## src/rtl/pipelined_barrel_shifter_if.sv

```systemverilog
`default_nettype none
// ============================================================================
// Module      : pipelined_barrel_shifter_if
// Description : Valid/ready operand and result bus of the pipelined barrel
//               shifter. The slave modport is the shifter's view, the master
//               modport is the producer/consumer view.
// Revision    : 1.0 - initial release
// ============================================================================
interface pipelined_barrel_shifter_if #(
    parameter int WIDTH = 32,
    parameter int TAG_W = 5
);
    localparam int LOG2W = $clog2(WIDTH);

    logic             in_valid;
    logic             in_ready;
    logic [WIDTH-1:0] din;
    logic [LOG2W-1:0] shamt;
    logic [2:0]       ctrl;
    logic [TAG_W-1:0] in_tag;
    logic             out_valid;
    logic             out_ready;
    logic [WIDTH-1:0] dout;
    logic [TAG_W-1:0] out_tag;

    modport master (
        output in_valid, din, shamt, ctrl, in_tag, out_ready,
        input  in_ready, out_valid, dout, out_tag
    );

    modport slave (
        input  in_valid, din, shamt, ctrl, in_tag, out_ready,
        output in_ready, out_valid, dout, out_tag
    );
endinterface
`default_nettype wire

```

## src/rtl/pipelined_barrel_shifter.sv

```systemverilog
`default_nettype none
// ============================================================================
// Module      : pipelined_barrel_shifter
// Description : Logarithmic barrel shifter (SLL/SRL/SRA/ROL/ROR/pass) with
//               LEVELS_PER_STAGE shift levels between pipeline registers,
//               whole-pipe stall on output backpressure and a sideband tag.
// Revision    : 1.0 - initial release
// ============================================================================
module pipelined_barrel_shifter #(
    parameter int WIDTH            = 32,
    parameter int LEVELS_PER_STAGE = 2,
    parameter int TAG_W            = 5
) (
    input  wire logic                 clk,
    input  wire logic                 rst,
    pipelined_barrel_shifter_if.slave bus
);
    localparam int LOG2W  = $clog2(WIDTH);
    localparam int STAGES = (LOG2W + LEVELS_PER_STAGE - 1) / LEVELS_PER_STAGE;

    logic w_advance;
    logic w_in_ready;

    // One level of the shifter: move by amt in the direction/fill set by mode.
    function automatic logic [WIDTH-1:0] apply_level(
        input logic [WIDTH-1:0] x,
        input logic [2:0]       mode,
        input int               amt
    );
        logic [WIDTH-1:0] r;
        case (mode)
            3'b000:  r = x << amt;
            3'b001:  r = x >> amt;
            3'b011:  r = $signed(x) >>> amt;
            3'b100:  r = (x << amt) | (x >> (WIDTH - amt));
            3'b101:  r = (x >> amt) | (x << (WIDTH - amt));
            default: r = x;
        endcase
        return r;
    endfunction

    for (genvar s = 0; s < STAGES; s++) begin : g_stage
        // Shift-amount bits still to be consumed on entry to / exit from stage.
        localparam int IN_W  = LOG2W - s * LEVELS_PER_STAGE;
        localparam int OUT_W = IN_W - LEVELS_PER_STAGE;

        logic                                w_in_valid;
        logic [WIDTH-1:0]                    w_in_data;
        logic [IN_W-1:0]                     w_in_shamt;
        logic [2:0]                          w_in_ctrl;
        logic [TAG_W-1:0]                    w_in_tag;
        logic [LEVELS_PER_STAGE:0][WIDTH-1:0] w_lvl;

        logic             valid_d, valid_q;
        logic [WIDTH-1:0] data_d,  data_q;
        logic [TAG_W-1:0] tag_d,   tag_q;

        if (s == 0) begin : g_src_bus
            assign w_in_valid = bus.in_valid && w_in_ready;
            assign w_in_data  = bus.din;
            assign w_in_shamt = bus.shamt;
            assign w_in_ctrl  = bus.ctrl;
            assign w_in_tag   = bus.in_tag;
        end else begin : g_src_prev
            assign w_in_valid = g_stage[s-1].valid_q;
            assign w_in_data  = g_stage[s-1].data_q;
            assign w_in_shamt = g_stage[s-1].g_carry.shamt_q;
            assign w_in_ctrl  = g_stage[s-1].g_carry.ctrl_q;
            assign w_in_tag   = g_stage[s-1].tag_q;
        end

        // Levels are applied largest first; level K moves by 2^K when shamt[K].
        assign w_lvl[0] = w_in_data;
        for (genvar j = 0; j < LEVELS_PER_STAGE; j++) begin : g_level
            localparam int K = IN_W - 1 - j;
            if (K >= 0) begin : g_shift
                assign w_lvl[j+1] = w_in_shamt[K] ? apply_level(w_lvl[j], w_in_ctrl, 1 << K)
                                                  : w_lvl[j];
            end else begin : g_idle
                assign w_lvl[j+1] = w_lvl[j];
            end
        end

        // Load from the predecessor on advance; the output stage zeroes bubbles.
        always_comb begin
            valid_d = valid_q;
            data_d  = data_q;
            tag_d   = tag_q;
            if (w_advance) begin
                valid_d = w_in_valid;
                data_d  = w_lvl[LEVELS_PER_STAGE];
                tag_d   = w_in_tag;
                if (s == STAGES - 1 && !w_in_valid) begin
                    data_d = '0;
                    tag_d  = '0;
                end
            end
        end

        // Stage register with synchronous reset.
        always_ff @(posedge clk) begin
            if (rst) begin
                valid_q <= 1'b0;
                data_q  <= '0;
                tag_q   <= '0;
            end else begin
                valid_q <= valid_d;
                data_q  <= data_d;
                tag_q   <= tag_d;
            end
        end

        if (OUT_W > 0) begin : g_carry
            logic [OUT_W-1:0] shamt_d, shamt_q;
            logic [2:0]       ctrl_d,  ctrl_q;

            // Forward the unconsumed shift bits and mode with the data.
            always_comb begin
                shamt_d = shamt_q;
                ctrl_d  = ctrl_q;
                if (w_advance) begin
                    shamt_d = w_in_shamt[OUT_W-1:0];
                    ctrl_d  = w_in_ctrl;
                end
            end

            // Control sideband register.
            always_ff @(posedge clk) begin
                if (rst) begin
                    shamt_q <= '0;
                    ctrl_q  <= '0;
                end else begin
                    shamt_q <= shamt_d;
                    ctrl_q  <= ctrl_d;
                end
            end
        end
    end

    // A stalled result freezes the entire pipe; bubbles are not squeezed out.
    assign w_advance     = !bus.out_valid || bus.out_ready;
    assign w_in_ready    = w_advance && !rst;
    assign bus.in_ready  = w_in_ready;
    assign bus.out_valid = g_stage[STAGES-1].valid_q;
    assign bus.dout      = g_stage[STAGES-1].data_q;
    assign bus.out_tag   = g_stage[STAGES-1].tag_q;
endmodule
`default_nettype wire

```

## src/flat_wrapper.sv

```systemverilog
// flat-port wrapper written by rule: the top's interface ports become plain ports
module pipelined_barrel_shifter_flat 
#(
    parameter int WIDTH            = 32,
    parameter int LEVELS_PER_STAGE = 2,
    parameter int TAG_W            = 5
)
  (clk, rst, bus_in_valid, bus_din, bus_shamt, bus_ctrl, bus_in_tag, bus_out_ready, bus_in_ready, bus_out_valid, bus_dout, bus_out_tag);
  pipelined_barrel_shifter_if #(.WIDTH(WIDTH), .TAG_W(TAG_W)) bus_i ();
  input  wire logic clk;
  input  wire logic rst;
  input wire logic [$bits(bus_i.in_valid)-1:0] bus_in_valid;
  input wire logic [$bits(bus_i.din)-1:0] bus_din;
  input wire logic [$bits(bus_i.shamt)-1:0] bus_shamt;
  input wire logic [$bits(bus_i.ctrl)-1:0] bus_ctrl;
  input wire logic [$bits(bus_i.in_tag)-1:0] bus_in_tag;
  input wire logic [$bits(bus_i.out_ready)-1:0] bus_out_ready;
  output wire logic [$bits(bus_i.in_ready)-1:0] bus_in_ready;
  output wire logic [$bits(bus_i.out_valid)-1:0] bus_out_valid;
  output wire logic [$bits(bus_i.dout)-1:0] bus_dout;
  output wire logic [$bits(bus_i.out_tag)-1:0] bus_out_tag;
  assign bus_i.in_valid = bus_in_valid;
  assign bus_i.din = bus_din;
  assign bus_i.shamt = bus_shamt;
  assign bus_i.ctrl = bus_ctrl;
  assign bus_i.in_tag = bus_in_tag;
  assign bus_i.out_ready = bus_out_ready;
  assign bus_in_ready = bus_i.in_ready;
  assign bus_out_valid = bus_i.out_valid;
  assign bus_dout = bus_i.dout;
  assign bus_out_tag = bus_i.out_tag;
  pipelined_barrel_shifter #(.WIDTH(WIDTH), .LEVELS_PER_STAGE(LEVELS_PER_STAGE), .TAG_W(TAG_W)) u_core (.clk(clk), .rst(rst), .bus(bus_i));
endmodule
```

## config.mk

```make
export PLATFORM = sky130hd
export DESIGN_NAME = pipelined_barrel_shifter_flat
export DESIGN_NICKNAME = d
export VERILOG_FILES = /design/src/rtl/pipelined_barrel_shifter_if.sv /design/src/rtl/pipelined_barrel_shifter.sv /design/src/flat_wrapper.sv
export SDC_FILE = /design/constraint.sdc
export NUM_CORES = 1
export LEC_CHECK = 0
export CAP_MARGIN = 20
export CORE_ASPECT_RATIO = 0.8
export CORE_UTILIZATION = 50
export DETAILED_ROUTE_END_ITERATION = 6
export PLACE_DENSITY = 0.72
export SLEW_MARGIN = 10
export SYNTH_ARGS = -nofsm -noshare
export SYNTH_HDL_FRONTEND = slang
export SYNTH_SLANG_ARGS = --single-unit
```

## constraint.sdc

```tcl
create_clock -name clk -period 4.52 [get_ports clk]
set_input_delay 0.678 -clock clk [delete_from_list [all_inputs] [get_ports clk]]
set_output_delay 0.678 -clock clk [all_outputs]
set_load 0.01 [all_outputs]
```

# After elaboration in Yosys (flattened, before gate mapping)
# Index checks and enable logic that the tools add are counted.
# totals
reg_bits	124
latchBits	0
mem_bits_rw	0
romBits	0
in_bits	49
output_inout_bits	39
elab_cells	55
n_memories	0
# op_classes
n_addsub	0
mul	0
div	0
magnitude_cmp	0
n_eq_ne	12
shifts	0
muxes	12
bitwise	9
n_reduce_logical	9
# op_table
operator	n
32-bit one-hot mux with 5 select lines	4
32-bit two-way mux	6
32-bit one-hot mux with 4 select lines	1
24-bit by 32-bit bitwise OR with 32-bit output	1
28-bit by 32-bit bitwise OR with 32-bit output	1
30-bit by 32-bit bitwise OR with 32-bit output	1
31-bit by 32-bit bitwise OR with 32-bit output	1
32-bit by 1-bit bitwise OR with 32-bit output	1
32-bit by 16-bit bitwise OR with 32-bit output	1
32-bit by 2-bit bitwise OR with 32-bit output	1
32-bit by 4-bit bitwise OR with 32-bit output	1
32-bit by 8-bit bitwise OR with 32-bit output	1
3-bit == test, second input constant	6
3-bit by 1-bit == test with 1-bit output, second input constant	3
3-bit by 2-bit == test with 1-bit output, second input constant	3
3-bit zero test	3
5-bit two-way mux	1
1-bit logical AND	2
1-bit zero test	2
2-bit OR reduction	1
1-bit logical OR	1

# Logic depth before layout (Yosys ltp)
# Gate-level depths: netlist of the first run.
# depth
ltp_word	7
ltp_mapped	8
ltp_nobuf	6

# Worst setup path before layout of the first run
# Ideal clock, no wire load.
# synth_timing
path_type	in2out
from	input port bus_out_ready
to	output port bus_in_ready
t_arrival_ps	1500
t_required_ps	3842
setup_slack_ps	2342
path_stages	6
path_buffers	3
path_cell_list	nor2b_1 or2_1 buf_2 inv_2 buf_2 buf_2
# synth_via
elab_chain_len	2
# synth_lines
element	line	rtl
from (decl)	flat_wrapper.sv:17	input wire logic [$bits(bus_i.out_ready)-1:0] bus_out_ready;
1-bit logical OR	pipelined_barrel_shifter.sv:141	assign w_advance = !bus.out_valid || bus.out_ready;
1-bit logical AND	pipelined_barrel_shifter.sv:142	assign w_in_ready = w_advance && !rst;
to (decl)	flat_wrapper.sv:18	output wire logic [$bits(bus_i.in_ready)-1:0] bus_in_ready;
# Every way passes these cells.

# Worst setup path after layout of the first run
# Ends and elaborated chain as after synthesis.

==> results of run 1 <==
[routing by layer]
layer / routed length, um / vias up / track usage
li1: - / 4122 / -
met1: 11900 / 4128 / 0.456
met2: 11300 / 580 / 0.453
met3: 3470 / 86 / 0.0957
met4: 872 / 0 / 0.126
met5: 0 / - / 0
[logic make-up (layout without fill, tap and decap cells)]
group	after synthesis	count (layout)	synth area share
AND/OR/NAND/NOR	283	283	0.154
other	0	1	0
buffers and inverters	134	160	0.0754
AO/OA/AOI/OAI	487	487	0.413
multiplexers	49	49	0.0595
flip-flops	124	124	0.299
[layout make-up]
class                      instances  share of cell area
clock inverter                     6             0.00894
tap                              215              0.0278
timing repair buffer             108               0.106
multi-input combinational        819               0.542
sequential                       124               0.257
antenna                            1            0.000259
inverter                          21             0.00816
clock buffer                      25              0.0503
[synthesized netlist by cell type, drive strengths merged, types with 3 or more instances]
cell,n
o31ai,4
nand2,122
a2111o,3
o21a,4
mux2i,46
a222oi,4
a211o,3
inv,21
buf,67
o2bb2ai,4
nand3,15
o22a,21
nand3b,7
nor2,83
a311oi,8
clkbuf,46
a21o,3
a221o,18
a31oi,14
a21oi,83
a22oi,47
a32oi,8
or3,3
nand2b,10
a221oi,5
a32o,11
a2bb2oi,8
a22o,40
nor2b,26
nor3,6
mux2,3
o22ai,32
o221ai,17
o2111ai,6
a211oi,20
o21ai,107
a21boi,6
o211ai,6
dfxtp,124
[critical path, delay by kind of cell]
kind | cells | cell delay, ps
simple gates | 2 | 500
buf+inv | 3 | 1560
[power breakdown]
part | leakage [nW] | internal, mW | switching [mW] | total (mW)
Sequential | 1.02 | 1.16 | 0.137 | 1.30
Combinational | 2.08 | 0.277 | 0.363 | 0.641
Clock | 0.277 | 0.851 | 0.485 | 1.34
Total | 3.37 | 2.29 | 0.985 | 3.28
[final timing paths]
check	to	from	slack (ps)
min	u_core.bus.dout[6]$_SDFFE_PP0N_	u_core.bus.dout[6]$_SDFFE_PP0N_	440
max	bus_in_ready	bus_out_ready	1110
min reg2reg	u_core.bus.dout[6]$_SDFFE_PP0N_	u_core.bus.dout[6]$_SDFFE_PP0N_	440
max reg2reg	u_core.g_stage[1].data_q[6]$_SDFFE_PP0N_	u_core.g_stage[0].g_carry.ctrl_q[0]$_SDFFE_PP0N_	1360
[flip-flops by register name, summed over array words and instances (netlist names)]
register and cells:
u_core.g_stage.g_carry.ctrl_q 6, u_core.g_stage.g_carry.shamt_q 4, u_core.bus.out_tag 5, u_core.bus.dout 32, u_core.bus.out_valid 1, u_core.g_stage.tag_q 10, u_core.g_stage.valid_q 2, u_core.g_stage.data_q 64
==> results.md, run 1 <==
* Commonest non-fill, non-tap cell in the layout: dfxtp_1
* Remaining antenna violation count at 0
* Peak per-stage delay on the critical path at slightly above 600 ps
* Initial antenna violation count at 0
* Endpoints failing setup at 0
* Vert. Die Dim at between 100 and 150 um
* CTS Sinks at between 100 and 150
* Non-Filler Instances at 1,319
* Hold Fails Final Rpt at 0
* Seq/Total Area, Yosys at 0.299
* # DRC at 2
* Core area at about 0.016 mm^2
* GRT Resource Usage Total at 0.322
* Die Wd at about 150 um
* Hold depth at 2
* Peak supply drop at 0.286 mV
* Hpwl dp at about 19,000 um
* # placed instances at ~1.3k
* Setup bufs post-CTS at 0
* Largest cells by area after synthesis: dfxtp_1 (30%), mux2i_1 (5.5%), nand2_1 (5.4%)
* HP Class: flip-flop to flip-flop
* Most frequent cells in the layout: dfxtp_1 (123), nand2_1 (120), clkdlybuf4s50_1 (86)
* Via count at 8,916
* Area of the multi-input gates at about 0.0052 mm^2
* Fin. max-slew vios at 0
* RSZ-0062 raised after global routing: no
* Buffers added on ports at 87
* Power per cell area at 339 mW/mm^2
* PostCTS Resize Cnt at 0
* Post-Syn Area at 0.00831 mm^2
* Nets@finish at roughly 1.1k
* Yosys warns at 0
* CTS tree: yes
* Hold slack at between 400 and 500 ps
* Drt pass-1 iters at 7
* Row cnt at between 40 and 50
* Num CTS Buffers at 17
* Initial Util at 0.519
* Initial DRC Count at around 1.1k
* Hold-fix buffer count after cts at 0
* Final worst slack at roughly 1100 ps
* Slowest cell on the critical path: clkdlybuf4s50_1
* Top-area cell type share of the netlist area at 0.299
* Mean Syn Cell Area at around 7.7 um^2
* Most used cell, CP: clkdlybuf4s50_1
* Netlist cell types at 68
* Post-route cell area at 0.00966 mm^2
* Asr flop ratio synth at 0
* Routability Congestion at about 0.95
* Setup TNS at 0 ps
* Post-layout util at 0.604
* Min cycle time layout at approximately 3400 ps
* Crit path DAT at roughly 2700 ps
* Status: finished, violations left
* Worst-skew pair later-pin latency at around 420 ps
* Clk buf depth at 2
* CTS Root Cell: clkbuf_16
* EDFF count, synth at 0
* Period utilization at 0.755
* Vias in the first global route at ~8.0k
* Total grt overflow at 0
* Total Wirelength at roughly 28,000 um
* Prevailing post-synth register cell: dfxtp_1
* Leakage at roughly 3.4 nW
* Startpoint types: primary input
* CP Data Required Time at between 3000 and 4000 ps
* First-pass GRT wire length at around 44,000 um
* Overall power at 3.28 mW
* Worst slew margin at 0.283
* Max Cap Viol at 0
* CP cell instances: clkdlybuf4s50_1 -> nor2b_1 -> or2_1 -> inv_2 -> clkdlybuf4s50_1
* Area growth syn-to-layout at 16.2%
* Clock slew at reported path FFs at roughly 50 ps
* Failing checks: DRC
* Post-synthesis net count at 1,126
* H-tree depth at 4
* Worst Path Class, Setup: primary input to output port
* Fill cells at about 1.5k
* Vias/cell at between 6 and 7
* FMAX at 293 MHz
* Cell Area, Placed at slightly above 0.009 mm^2
* Worst Skew at 8.63 ps
* Synthesized instance count at about 1.1k
* Post-placement setup slack at around 1100 ps
* Pin count of the biggest net entering global routing at 89
* Register area at 0.00248 mm^2
* Die area at between 0.015 and 0.02 mm^2
* R2R depth at 5
* IO Count at between 80 and 90
* CP Max Fanout at 15
* CP Capture Type: output port
* Fraction of layout cells with a size suffix above 1 at 0.0653
* FF+latch count, synth at ~120
* WL/cell at 20.9 um
* Cell taking the most area after synthesis: dfxtp_1
* Worst slew pin tran at 1070 ps
Power figures use the tool's default switching activity.
==> inputs of run 2 (changes only) <==
Clock period 4.52 ns to 3.3 ns, I/O delays scaled along.
==> run 2 against run 1 <==
The run now ends clean. Sequential power is 36% higher. Via count is 2.0% higher. Clock power is 40% higher.
==> results.md, run 2 (synthesized netlist as in run 1, its figures left out) <==
* First-pass GRT wire length at 44,800 um (+1.5%)
* Startpoint types: primary input
* Hpwl dp at 19,800 um (+6.7%)
* Total Wirelength at 28,600 um (+3.5%)
* Remaining antenna violation count at 0 (unchanged)
* Core area at 0.0160 mm^2 (unchanged)
* Worst reg2reg startpoint: u_core.g_stage[0].g_carry.shamt_q[2]$_SDFFE_PP0N_
* Area growth syn-to-layout at 18.4%
* # DRC at 0 (-2)
* Crit path DAT at 2190 ps (-550 ps)
* CTS Root Cell: clkbuf_16
* Pin count of the biggest net entering global routing at 69 (-22%)
* Worst-skew pair later-pin latency at 420 ps (about the same)
* Most frequent cells in the layout: dfxtp_1 (123), nand2_1 (120), clkdlybuf4s50_1 (86)
* Setup TNS at 0 ps (unchanged)
* Worst Path Class, Setup: primary input to output port
* Post-route cell area at 0.00984 mm^2 (+1.8%)
* Largest delay contributor family on the critical path: buffers and inverters
* Largest register FFs at 64 (unchanged)
* Fraction of layout cells with a size suffix above 1 at 0.0839 (+0.0187)
* Worst Hold Path EP: u_core.bus.dout[22]$_SDFFE_PP0N_
* Min cycle time layout at between 2000 and 3000 ps
* Initial Util at 0.519 (unchanged)
* CP cell instances: clkdlybuf4s50_1 -> nor2b_1 -> or2_1 -> inv_2 -> clkdlybuf4s50_1
* Ant. Diodes at 0 (-1)
* Die area at 0.0171 mm^2 (unchanged)
* R2R depth at 5 (unchanged)
* Buffers added on ports at 87 (unchanged)
* Nets@finish at 1,156 (+1.4%)
* Num CTS Buffers at 17 (unchanged)
* Peak supply drop at 0.321 mV (+12%)
* Overall power at 4.57 mW (+40%)
* Clock slew at reported path FFs at 60 ps (about the same)
* Worst slew pin tran at 1040 ps (-35.8 ps)
* Die Wd at 146 um (unchanged)
* Initial DRC Count at 1,179 (+4.9%)
* Setup bufs post-CTS at 0 (unchanged)
* Worst Skew at 9.26 ps (+0.638 ps)
* H-tree depth at 4 (unchanged)
* CTS tree: yes
* GRT Resource Usage Total at 0.328 (+0.00601)
* Vert. Die Dim at 117 um (unchanged)
* WL/cell at 21.4 um (+2.3%)
* Non-Filler Instances at 1,335 (+1.2%)
* HP Class: flip-flop to flip-flop
* Total grt overflow at 0 (unchanged)
* Power per cell area at 465 mW/mm^2 (+37%)
* Most used cell, CP: clkdlybuf4s50_1
* Row cnt at 41 (unchanged)
* Peak per-stage delay on the critical path at 600 ps (-20 ps)
* IO Count at 88 (unchanged)
* Worst Path Buf+Inv at 3 (unchanged)
* Hold depth at 2 (unchanged)
* Cell Area, Placed at 0.00924 mm^2 (+1.7%)
* Status: complete, no violations
* Top reg by flops: u_core.g_stage.data_q
* Max Cap Viol at 0 (unchanged)
* Leakage at 3.46 nW (+2.8%)
* FMAX at about 370 MHz
* Initial antenna violation count at 0 (unchanged)
* CTS Sinks at 124 (unchanged)
* CP Data Required Time at 2800 ps (-1040 ps)
* Hold path start: u_core.bus.dout[22]$_SDFFE_PP0N_
* # placed instances at 1,303 (+1.2%)
* Clk buf depth at 2 (unchanged)
* Endpoints failing setup at 0 (unchanged)
* Commonest non-fill, non-tap cell in the layout: dfxtp_1
* Routability Congestion at 0.979 (+2.9%)
* Vias/cell at 6.81 (+0.82%)
* RSZ-0062 raised after global routing: no
* CP Max Fanout at 14 (-1)
* Period utilization at 0.814
* Worst R2R Setup Slack at 840 ps (-520 ps)
* Hold Fails Final Rpt at 0 (unchanged)
* Drt pass-1 iters at 6 (-1)
* Critical R2R Capture: u_core.g_stage[1].data_q[20]$_SDFFE_PP0N_
* CP Capture Type: output port
* Vias in the first global route at 7,840 (-2.4%)
* Hold-fix buffer count after cts at 0 (unchanged)
* Worst slew margin at 0.305 (+0.0219)
* Fin. max-slew vios at 0 (unchanged)
* Slowest cell on the critical path: clkdlybuf4s50_1
* Via count at 9,098 (+2.0%)
* Hold slack at 444 ps (+2.50 ps)
* PostCTS Resize Cnt at 0 (unchanged)
run 2: worst register-to-register path, cell delays in order, from the launching register on:
cell and delay [ps]:
dfxtp_2 640, inv_2 230, a21oi_4 760, o22ai_1 250
o221ai_1 340, a22o_1 170
run 2: how the worst max path moves through the flow:
stage | start | end | slack (ps) | cells after the start
4_1_cts | bus_out_ready | bus_in_ready | 620 | 5
2_1_floorplan | bus_out_ready | bus_in_ready | 1490 | 6
5_1_grt | bus_out_ready | bus_in_ready | 560 | 5
6_report | bus_out_ready | bus_in_ready | 610 | 5
3_5_place_dp | bus_ctrl[0] | u_core.g_stage[0].data_q[6]$_SDFFE_PP0N_ | 590 | 5
3_3_place_gp | bus_ctrl[0] | u_core.g_stage[0].data_q[3]$_SDFFE_PP0N_ | 620 | 5
run 2: final cells by class:
cell class	count	area [um^2]
fill	1474	6170
multi-input combinational	819	5220
sequential	124	2480
timing repair buffer	124	1180
clock buffer	20	467
tap	215	269
clock inverter	12	135
inverter	21	78.8
run 2: per-layer routing:
layer  track usage  up-vias  part of all wire
li1              -     4161                 -
met1         0.482     4255              0.44
met2         0.444      596              0.41
met3         0.112       86              0.13
met4        0.0944        0             0.025
met5             0        -                 0
run 2: power breakdown:
part           total [mW]  switching [mW]  internal [mW]
clock network        1.88           0.707           1.18
registers            1.77           0.177           1.59
logic               0.921           0.527          0.394
total                4.57            1.41           3.16
run 2: per-stage QoR:
stage	setup WS, ps	util
6_report	613	0.615
5_1_grt	559	0.615
3_5_place_dp	594	0.577
4_1_cts	619	0.615
3_3_place_gp	618	0.577
2_1_floorplan	1490	-
